File: config.mk
export PLATFORM = sky130hd
export DESIGN_NAME = reg_dump_reader_flat
export DESIGN_NICKNAME = d
export VERILOG_FILES = /design/src/rtl/reg_dump_reader_if.sv /design/src/rtl/reg_dump_reader.sv /design/src/flat_wrapper.sv
export SDC_FILE = /design/constraint.sdc
export NUM_CORES = 1
export LEC_CHECK = 0
export ABC_CLOCK_PERIOD_IN_PS = 2800
export CORE_ASPECT_RATIO = 1.75
export CORE_MARGIN = 1.5
export CORE_UTILIZATION = 40
export CTS_BUF_LIST = sky130_fd_sc_hd__clkbuf_4 sky130_fd_sc_hd__clkbuf_8 sky130_fd_sc_hd__clkbuf_16
export CTS_CLUSTER_DIAMETER = 150
export DETAILED_ROUTE_END_ITERATION = 12
export PLACE_DENSITY = 0.65
export SLEW_MARGIN = 20
export SYNTH_ARGS = -nofsm -noshare
export SYNTH_HDL_FRONTEND = slang
export SYNTH_SLANG_ARGS = --single-unit
File: constraint.sdc
create_clock -name clk -period 2.8 [get_ports clk]
set_input_delay 0.56 -clock clk [delete_from_list [all_inputs] [get_ports clk]]
set_output_delay 0.56 -clock clk [all_outputs]
set_load 0.01 [all_outputs]
File: src/rtl/reg_dump_reader_if.sv
// Byte stream from the register dump reader to its sink.
// Master drives data/valid/last; slave answers with ready.
interface reg_dump_reader_if;
    logic [7:0] outData;
    logic       outValid;
    logic       outReady;
    logic       outLast;

    modport master (
        output outData,
        output outValid,
        output outLast,
        input  outReady
    );

    modport slave (
        input  outData,
        input  outValid,
        input  outLast,
        output outReady
    );
endinterface

File: src/rtl/reg_dump_reader.sv
// Walks the register bank debug port R0..R(NUM_REGS-1) and streams
// each register as an index byte followed by its data bytes, MSB first.
module reg_dump_reader #(
    parameter int NUM_REGS = 16,
    parameter int ADDR_W   = 4,
    parameter int DATA_W   = 32
) (
    input  logic                  clk,
    input  logic                  reset,
    input  logic                  start,
    output logic [ADDR_W-1:0]     regSel,
    input  logic [DATA_W-1:0]     regData,
    reg_dump_reader_if.master     stream,
    output logic                  busy,
    output logic                  done
);
    localparam int NBYTES = DATA_W / 8;
    localparam int CNT_W  = (NBYTES > 1) ? $clog2(NBYTES) : 1;
    localparam logic [CNT_W-1:0]  CNT_MAX = CNT_W'(NBYTES - 1);
    localparam logic [ADDR_W-1:0] IDX_MAX = ADDR_W'(NUM_REGS - 1);

    typedef enum logic [2:0] {
        IDLE,
        SELECT,
        SEND_IDX,
        SEND_DATA,
        DONE
    } state_e;

    state_e              state_q, state_d;
    logic [ADDR_W-1:0]   idx_q, idx_d;
    logic [CNT_W-1:0]    cnt_q, cnt_d;
    logic [DATA_W-1:0]   snap_q, snap_d;
    logic [7:0]          data_q, data_d;
    logic                valid_q, valid_d;
    logic                last_q, last_d;
    logic                busy_q, busy_d;
    logic                done_q, done_d;
    logic                hs;

    assign hs = valid_q && stream.outReady;

    always_comb begin
        state_d = state_q;
        idx_d   = idx_q;
        cnt_d   = cnt_q;
        snap_d  = snap_q;
        unique case (state_q)
            IDLE: begin
                if (start) begin
                    state_d = SELECT;
                    idx_d   = '0;
                end
            end
            SELECT: begin
                snap_d  = regData;
                cnt_d   = '0;
                state_d = SEND_IDX;
            end
            SEND_IDX: begin
                if (hs) state_d = SEND_DATA;
            end
            SEND_DATA: begin
                if (hs) begin
                    if (cnt_q == CNT_MAX) begin
                        if (idx_q == IDX_MAX) begin
                            state_d = DONE;
                        end else begin
                            idx_d   = idx_q + ADDR_W'(1);
                            state_d = SELECT;
                        end
                    end else begin
                        cnt_d = cnt_q + CNT_W'(1);
                    end
                end
            end
            DONE: begin
                state_d = IDLE;
                idx_d   = '0;
            end
            default: begin
                state_d = IDLE;
                idx_d   = '0;
            end
        endcase
    end

    // Outputs are precomputed from next state so every port is a flop.
    always_comb begin
        valid_d = (state_d == SEND_IDX) || (state_d == SEND_DATA);
        busy_d  = (state_d != IDLE);
        done_d  = (state_d == DONE);
        last_d  = (state_d == SEND_DATA) && (idx_d == IDX_MAX)
                  && (cnt_d == CNT_MAX);
        data_d  = 8'h00;
        if (state_d == SEND_IDX) begin
            data_d = 8'(idx_d);
        end else if (state_d == SEND_DATA) begin
            for (int b = 0; b < NBYTES; b++) begin
                if (cnt_d == CNT_W'(NBYTES - 1 - b)) begin
                    data_d = snap_d[b*8 +: 8];
                end
            end
        end
    end

    always_ff @(posedge clk) begin
        if (reset) begin
            state_q <= IDLE;
            idx_q   <= '0;
            cnt_q   <= '0;
            snap_q  <= '0;
            data_q  <= 8'h00;
            valid_q <= 1'b0;
            last_q  <= 1'b0;
            busy_q  <= 1'b0;
            done_q  <= 1'b0;
        end else begin
            state_q <= state_d;
            idx_q   <= idx_d;
            cnt_q   <= cnt_d;
            snap_q  <= snap_d;
            data_q  <= data_d;
            valid_q <= valid_d;
            last_q  <= last_d;
            busy_q  <= busy_d;
            done_q  <= done_d;
        end
    end

    assign regSel          = idx_q;
    assign stream.outData  = data_q;
    assign stream.outValid = valid_q;
    assign stream.outLast  = last_q;
    assign busy            = busy_q;
    assign done            = done_q;
endmodule

File: src/flat_wrapper.sv
// flat-port wrapper written by rule: the top's interface ports become plain ports
module reg_dump_reader_flat 
#(
    parameter int NUM_REGS = 16,
    parameter int ADDR_W   = 4,
    parameter int DATA_W   = 32
)
  (clk, reset, start, regSel, regData, busy, done, stream_outData, stream_outValid, stream_outLast, stream_outReady);
  reg_dump_reader_if stream_i ();
  input  logic clk;
  input  logic reset;
  input  logic start;
  output logic [ADDR_W-1:0] regSel;
  input  logic [DATA_W-1:0] regData;
  output logic busy;
  output logic done;
  output wire logic [$bits(stream_i.outData)-1:0] stream_outData;
  output wire logic [$bits(stream_i.outValid)-1:0] stream_outValid;
  output wire logic [$bits(stream_i.outLast)-1:0] stream_outLast;
  input wire logic [$bits(stream_i.outReady)-1:0] stream_outReady;
  assign stream_outData = stream_i.outData;
  assign stream_outValid = stream_i.outValid;
  assign stream_outLast = stream_i.outLast;
  assign stream_i.outReady = stream_outReady;
  reg_dump_reader #(.NUM_REGS(NUM_REGS), .ADDR_W(ADDR_W), .DATA_W(DATA_W)) u_core (.clk(clk), .reset(reset), .start(start), .regSel(regSel), .regData(regData), .stream(stream_i), .busy(busy), .done(done));
endmodule
==> results of run 1 <==
[cells in the final DEF (no fill, tap or decap), drive strengths merged, types with 4 or more instances in the layout]
master,Yosys,final
dfxtp,53,53
inv,4,4
nor2b,6,6
nor2,15,15
a221oi,4,4
nand2,46,46
a21oi,34,34
nand2b,5,5
nand3,6,6
clkdlybuf4s50,0,51
o21ai,10,10
mux2i,11,11
clkbuf,7,6
nand4,5,5
[state kept, by name, summed over array words and instances (netlist names)]
register / cells
u_core.busy: 1
u_core.stream.outValid: 1
u_core.done: 1
u_core.cnt_q: 2
u_core.regSel: 4
u_core.state_q: 3
u_core.stream.outLast: 1
u_core.stream.outData: 8
u_core.snap_q: 32
[metrics by stage]
stage | setup WS, ns | power [µW] | cell area [µm²] | cells | hold WS (ns)
2_1_floorplan | 1.00 | 942 | 2410 | 274 | 0.432
3_3_place_gp | 0.436 | 1030 | 2920 | 387 | 0.442
3_5_place_dp | 0.385 | 1030 | 2920 | 387 | 0.448
4_1_cts | 0.642 | 1540 | 3040 | 395 | 0.461
5_1_grt | 0.438 | 1600 | 3040 | 395 | 0.482
6_report | 0.634 | 1530 | 3040 | 395 | 0.458
[power by group through the flow]
| stage | Sequential (µW) | Clock [µW] | Combinational, µW |
|---|---|---|---|
| 6_report | 810 | 525 | 200 |
| 5_1_grt | 814 | 566 | 222 |
| 4_1_cts | 810 | 532 | 203 |
| 3_5_place_dp | 828 | 0 | 201 |
| 3_3_place_gp | 826 | 0 | 200 |
| 2_1_floorplan | 817 | 0 | 126 |
[path summary, 6_finish.rpt]
path                                    endpoint  slack, ns  depth (start not counted)
max reg2reg  u_core.stream.outData[6]$_SDFF_PP0_       0.63                          5
max          u_core.stream.outData[6]$_SDFF_PP0_       0.63                          5
min reg2reg         u_core.snap_q[17]$_SDFF_PP0_       0.46                          2
min                 u_core.snap_q[17]$_SDFF_PP0_       0.46                          2
[Yosys cell counts, types with 4 or more instances]
| cell | count | area (µm²) |
|---|---|---|
| nand2b_1 | 4 | 25.0 |
| a21oi_1 | 33 | 165 |
| nand2_1 | 46 | 173 |
| nand4_1 | 5 | 31.3 |
| inv_1 | 4 | 15.0 |
| buf_2 | 6 | 30.0 |
| a221oi_1 | 4 | 35.0 |
| mux2i_1 | 11 | 110 |
| buf_6 | 4 | 45.0 |
| nor2b_1 | 6 | 37.5 |
| nor2_1 | 14 | 52.6 |
| o21ai_0 | 8 | 40.0 |
| clkbuf_1 | 7 | 26.3 |
| dfxtp_1 | 53 | 1060 |
| nand3_1 | 6 | 30.0 |
[cells by family (layout without fill, tap and decap cells)]
group	after synthesis	count (layout)	synth area share [%]
fa+ha+maj	1	1	0.520
compound gates	72	72	19.7
mux	14	14	5.98
simple gates	111	111	24.3
buf+inv	23	66	5.46
flops	53	53	44.1
[worst max-delay path: cells and delay by family, from the launching register on]
family,cells,cell delay [ns]
flops,1,0.71
compound gates,5,1.37
[final cells by class]
class / count / area [µm²]
sequential: 53 / 1060
clock inverter: 2 / 38.8
clock buffer: 6 / 76.3
fill: 617 / 2800
timing repair buffer: 54 / 533
multi-input combinational: 198 / 1210
tap: 78 / 97.6
inverter: 4 / 15.0
[routing by layer]
layer	global-route usage [%]	vias up	wire, µm
li1	-	1056	-
met1	24.2	945	2420
met2	32.5	38	3040
met3	2.82	8	160
met4	7.29	0	121
met5	0	-	0
==> summary.txt, run 1 <==
Pwr
  – Combinational share of power: a little over an eighth
  – Lkg Pwr: 0.00106 µW
  – Clock power share: ~34%
  – Power Internal: 1170 µW
  – Maximum vdd drop: roughly 0.3 mV
  – P per Cell Area: approximately 510 nW/µm²
  – Switch Pwr: 370 µW
  – Sw Ratio: 24.1%
  – Seq pwr share: between 50% and 60%

Clocking
  – Post-CTS Setup Bufs: 0
  – PostCTS Resize Cnt: 0
  – Root Driver: clkbuf_8
  – Worst-Skew Late Latency: between 0.3 and 0.4 ns
  – Clk sinks: 53
  – Cts hold-fix bufs: 0
  – CTS clk-pin slew, worst paths: ~0.090 ns
  – CTS buffer count: 5
  – CTS tree: yes
  – H-tree depth: 2
  – Clk buf depth: 2

Die
  – Initial Util: between 40% and 50%
  – Die height: 106 µm
  – Width of the die: ~62 µm
  – CORE AREA: just under 6000 µm²
  – Site Rows: 37
  – # IOs: 52
  – Die ar.: 6510 µm²

Global route
  – Initial antenna violation count: 0
  – Number of global-route vias before repair: 2031
  – Largest net degree at the start of global routing: 41
  – Global-route wire length before repair: about 9600 µm
  – Gr usage total: around 19%
  – Congestion Overflow GR: 0

Outcome
  – Outcome: completed

Logic synthesis
  – Async SR Flop Fraction: 0%
  – Yosys Warn Count: 0
  – Ys flop type: dfxtp_1
  – #FFs+latches synth: 53
  – Syn avg cell area: 8.79 µm²
  – Post-Syn Instances: 274
  – Post-Syn Area: roughly 2400 µm²
  – Syn nets: just over 300
  – EDFF count, synth: 0
  – Sequential area share after synthesis: between 40% and 50%
  – Synth unique cells: 53

Cells and area
  – Synth-to-layout area growth: 26.1%
  – Share of cells above drive strength 1: under 10%
  – Diodes inserted: 0
  – Post-layout util: 52.1%
  – Final Net Count: 353

Detailed routing
  – Detailed Route Iter0 Violations: 75
  – Drt drc: 0
  – Detailed-route wire length: 5730 µm
  – ANT nets after route: 0
  – DR vias/cell: a little over 5
  – WL/cell: between 10 and 15 µm
  – Detailed-route via count: 2047
  – DRT Pass-1 Iters: 4

Timing
  – Final Max Slew Viols: 0
  – Relative slew slack: 59.5%
  – Final setup vio count: 0
  – Clock period minus worst slack: about 2.2 ns
  – RSZ-0062 raised after global routing: false
  – Tcrit/Tclk final: ~77%
  – Worst Tran Pin Value: between 0.6 and 0.7 ns
  – Clock Skews: about 0.0057 ns
  – Setup TNS: 0 ns
  – F_max: roughly 460 MHz
  – Final hold violation count: 0

Critical path
  – CP Class: reg2reg
  – Crit-path slowest cell: dfxtp_1
  – Crit end category: flop
  – Critical path peak fanout: 13
  – CP cell instances: a21boi_0 -> o21ai_0 -> a21oi_2 -> a22oi_1 -> a221oi_1
  – Critical Path RT: ~3.0 ns
  – Crit start category: flop
  – Worst path max stage delay: around 0.71 ns
  – Worst setup path startpoint: u_core.state_q[1]$_SDFF_PP0_
  – Worst Path Arrival: about 2.4 ns
  – R2R Path Start: u_core.state_q[1]$_SDFF_PP0_

Flow run
  – Reported max-cap violation count: 0

Worst hold path
  – HP Class: reg2reg
  – Hold Crit Start: u_core.snap_q[17]$_SDFF_PP0_

Placed design
  – IO buf count: a little over 50
  – Gpl congestion: between 0.8 and 0.9
  – Dpl hpwl: approximately 4200 µm
Note: power is estimated with default switching activity, not from simulation.
==> inputs of run 2 (changes only) <==
Settings changed: ABC_CLOCK_PERIOD_IN_PS 2800 to 1800, PLACE_DENSITY 0.65 to 0.68.
Clock period 2.8 ns to 1.8 ns, I/O delays scaled along.
==> run 2 against run 1 <==
Effect of this change:
- sequential share of layout area is 2.2 points lower
- combinational power increased by 76%
- largest cell class unchanged
- flip-flop and latch count unchanged
- sequential power increased by 54%
- clock-buffer cell count is the same
- highest routed layer unchanged
- register-to-register slack got worse by 0.52 ns
- power is 57% higher
- critical endpoint is now stream_outValid
==> summary.txt, run 2 (synthesized netlist as in run 1, its figures left out) <==
Critical path
  – Critical path peak fanout: 6 (-7)
  – CP cell instances: clkdlybuf4s50_1
  – Reg2Reg Capture Point: u_core.stream.outData[2]$_SDFF_PP0_
  – CP Class: reg2out
  – Crit-path slowest cell: clkdlybuf4s50_1
  – Instance count on the critical path: 1 (-4)
  – Worst path max stage delay: 0.58 ns (-0.13 ns)
  – Crit end category: primary output
  – Worst Path Arrival: 1.34 ns (-1.04 ns)
  – R2R Path Start: u_core.cnt_q[0]$_SDFF_PP0_
  – CP top delay family: buffers and inverters
  – Reg2reg path depth: 5 (unchanged)
  – Worst reg-to-reg setup slack: 0.11 ns (-0.52 ns)
  – Crit start category: flop
  – Worst Path Buf+Inv: 1 (+1)
  – Critical Path RT: 1.44 ns (-1.57 ns)

Worst hold path
  – WHS Path Cells: 2 (unchanged)
  – Hold Crit Start: u_core.snap_q[26]$_SDFF_PP0_
  – HP Class: reg2reg
  – Hold Crit Endpoint: u_core.snap_q[26]$_SDFF_PP0_

Placed design
  – Placed instance area: 3110 µm² (+6.4%)
  – Setup WS pre-CTS: -0.350 ns (-0.734 ns)
  – Dpl hpwl: 4160 µm (-0.48%)
  – IO buf count: 51 (unchanged)
  – Post-Place Cells: 412 (+6.5%)
  – Gpl congestion: 0.897 (+0.40%)

Cells and area
  – Reg with most FFs: u_core.snap_q
  – Synth-to-layout area growth: 35.1%
  – Storage cell area: 1060 µm² (+0.24%)
  – Max FFs per register: 32 (unchanged)
  – Filler Cell Count: 564 (-8.6%)
  – Non-filler cells in the finished layout: 420 (+6.3%)
  – Most frequent cells in the layout: dfxtp_1 (51), clkdlybuf4s50_1 (50), nand2_1 (46), a21oi_1 (33), buf_4 (28)
  – Final instance area: 3250 µm² (+7.1%)
  – Final Net Count: 378 (+7.1%)
  – Diodes inserted: 0 (unchanged)
  – Most common cell after layout, fill and taps aside: dfxtp_1
  – Area of the multi-input gates: 1240 µm² (+1.9%)
  – Share of cells above drive strength 1: 17.0% (+8.1 points)
  – Post-layout util: 55.7% (+3.7 points)

Clocking
  – H-tree depth: 2 (unchanged)
  – Post-CTS Setup Bufs: 0 (unchanged)
  – Clk buf depth: 2 (unchanged)
  – Cts hold-fix bufs: 0 (unchanged)
  – Worst-Skew Late Latency: 0.30 ns (about the same)
  – Clk sinks: 53 (unchanged)
  – CTS tree: yes
  – Root Driver: clkbuf_8
  – CTS buffer count: 5 (unchanged)
  – CTS clk-pin slew, worst paths: 0.09 ns (about the same)

Timing
  – Relative slew slack: 66.5% (+7.1 points)
  – Tcrit/Tclk final: 94.2%
  – Final Max Slew Viols: 0 (unchanged)
  – Clock Skews: 0.00819 ns (+0.00253 ns)
  – Final setup vio count: 0 (unchanged)
  – Clock period minus worst slack: roughly 1.7 ns
  – Final hold violation count: 0 (unchanged)
  – F_max: 590 MHz
  – Worst Tran Pin Value: 0.497 ns (-0.110 ns)
  – Final setup margin: 0.104 ns (-0.531 ns)

Detailed routing
  – Detailed-route wire length: 5450 µm (-5.0%)
  – Detailed-route via count: 2167 (+5.9%)
  – WL/cell: 13.0 µm (-11%)
  – DRT Pass-1 Iters: 4 (unchanged)
  – ANT nets after route: 0 (unchanged)
  – Drt drc: 0 (unchanged)
  – DR vias/cell: 5.16 (-0.44%)
  – Detailed Route Iter0 Violations: 65 (-13%)

Die
  – # IOs: 52 (unchanged)
  – Width of the die: 61.6 µm (unchanged)
  – Die height: 106 µm (unchanged)
  – Site Rows: 37 (unchanged)
  – Die ar.: 6510 µm² (unchanged)
  – Initial Util: 41.3% (unchanged)
  – CORE AREA: 5830 µm² (unchanged)

Pwr
  – Lkg Pwr: 0.00120 µW (+13%)
  – P per Cell Area: 742 nW/µm² (+47%)
  – Design Power: 2410 µW (+57%)
  – Maximum vdd drop: 0.601 mV (+100%)

Global route
  – Number of global-route vias before repair: 2114 (+4.1%)
  – Gr usage total: 18.5% (-0.89 points)
  – Largest net degree at the start of global routing: 41 (unchanged)
  – Global-route wire length before repair: 9310 µm (-3.5%)
  – Initial antenna violation count: 0 (unchanged)
  – Congestion Overflow GR: 0 (unchanged)

Outcome
  – Outcome: completed

Flow run
  – Reported max-cap violation count: 0 (unchanged)
[run 2: metrics by stage]
stage	hold WS (ns)	setup TNS, ns
after floorplan	0.432	0
after global placement	0.441	-2.63
after detailed placement	0.450	-2.97
after CTS	0.462	0
after global routing	0.477	-0.00559
final	0.458	0
[run 2: cell type report]
class | count | area share [%]
multi-input cells | 198 | 38.1
flip-flops and latches | 53 | 32.7
repair buffers | 79 | 22.2
well taps | 78 | 3.00
clock buffers | 6 | 2.35
clock inverters | 2 | 1.19
inverters | 4 | 0.462
[run 2: report_power, final]
group	switching [µW]	leakage (µW)	internal, µW	total, µW
sequential	31.4	0.000431	1220	1250
combinational	164	0.000706	187	351
clock	377	0.0000588	433	809
[run 2: repair_timing]
action,CTS,global route
cloned,0,0
resized for setup,2,6
endpoints found under the hold margin,0,0
setup endpoints to repair,4,8
[run 2: how the worst max path moves through the flow]
stage / from / endpoint / slack, ns
3_5_place_dp: stream_outReady / u_core.stream.outData[5]$_SDFF_PP0_ / -0.35
3_3_place_gp: stream_outReady / u_core.stream.outData[6]$_SDFF_PP0_ / -0.28
5_1_grt: u_core.cnt_q[0]$_SDFF_PP0_ / u_core.stream.outData[1]$_SDFF_PP0_ / -0.006
2_1_floorplan: u_core.stream.outValid$_SDFF_PP0_ / u_core.stream.outData[3]$_SDFF_PP0_ / 0.16
6_report: u_core.stream.outValid$_SDFF_PP0_ / stream_outValid / 0.10
4_1_cts: u_core.state_q[1]$_SDFF_PP0_ / u_core.stream.outLast$_SDFF_PP0_ / 0.05
[run 2: per-layer routing]
layer	GRT usage, %	routed length (µm)
met1	21.8	2190
met2	30.6	2870
met3	4.17	271
met4	8.36	116
met5	0	0
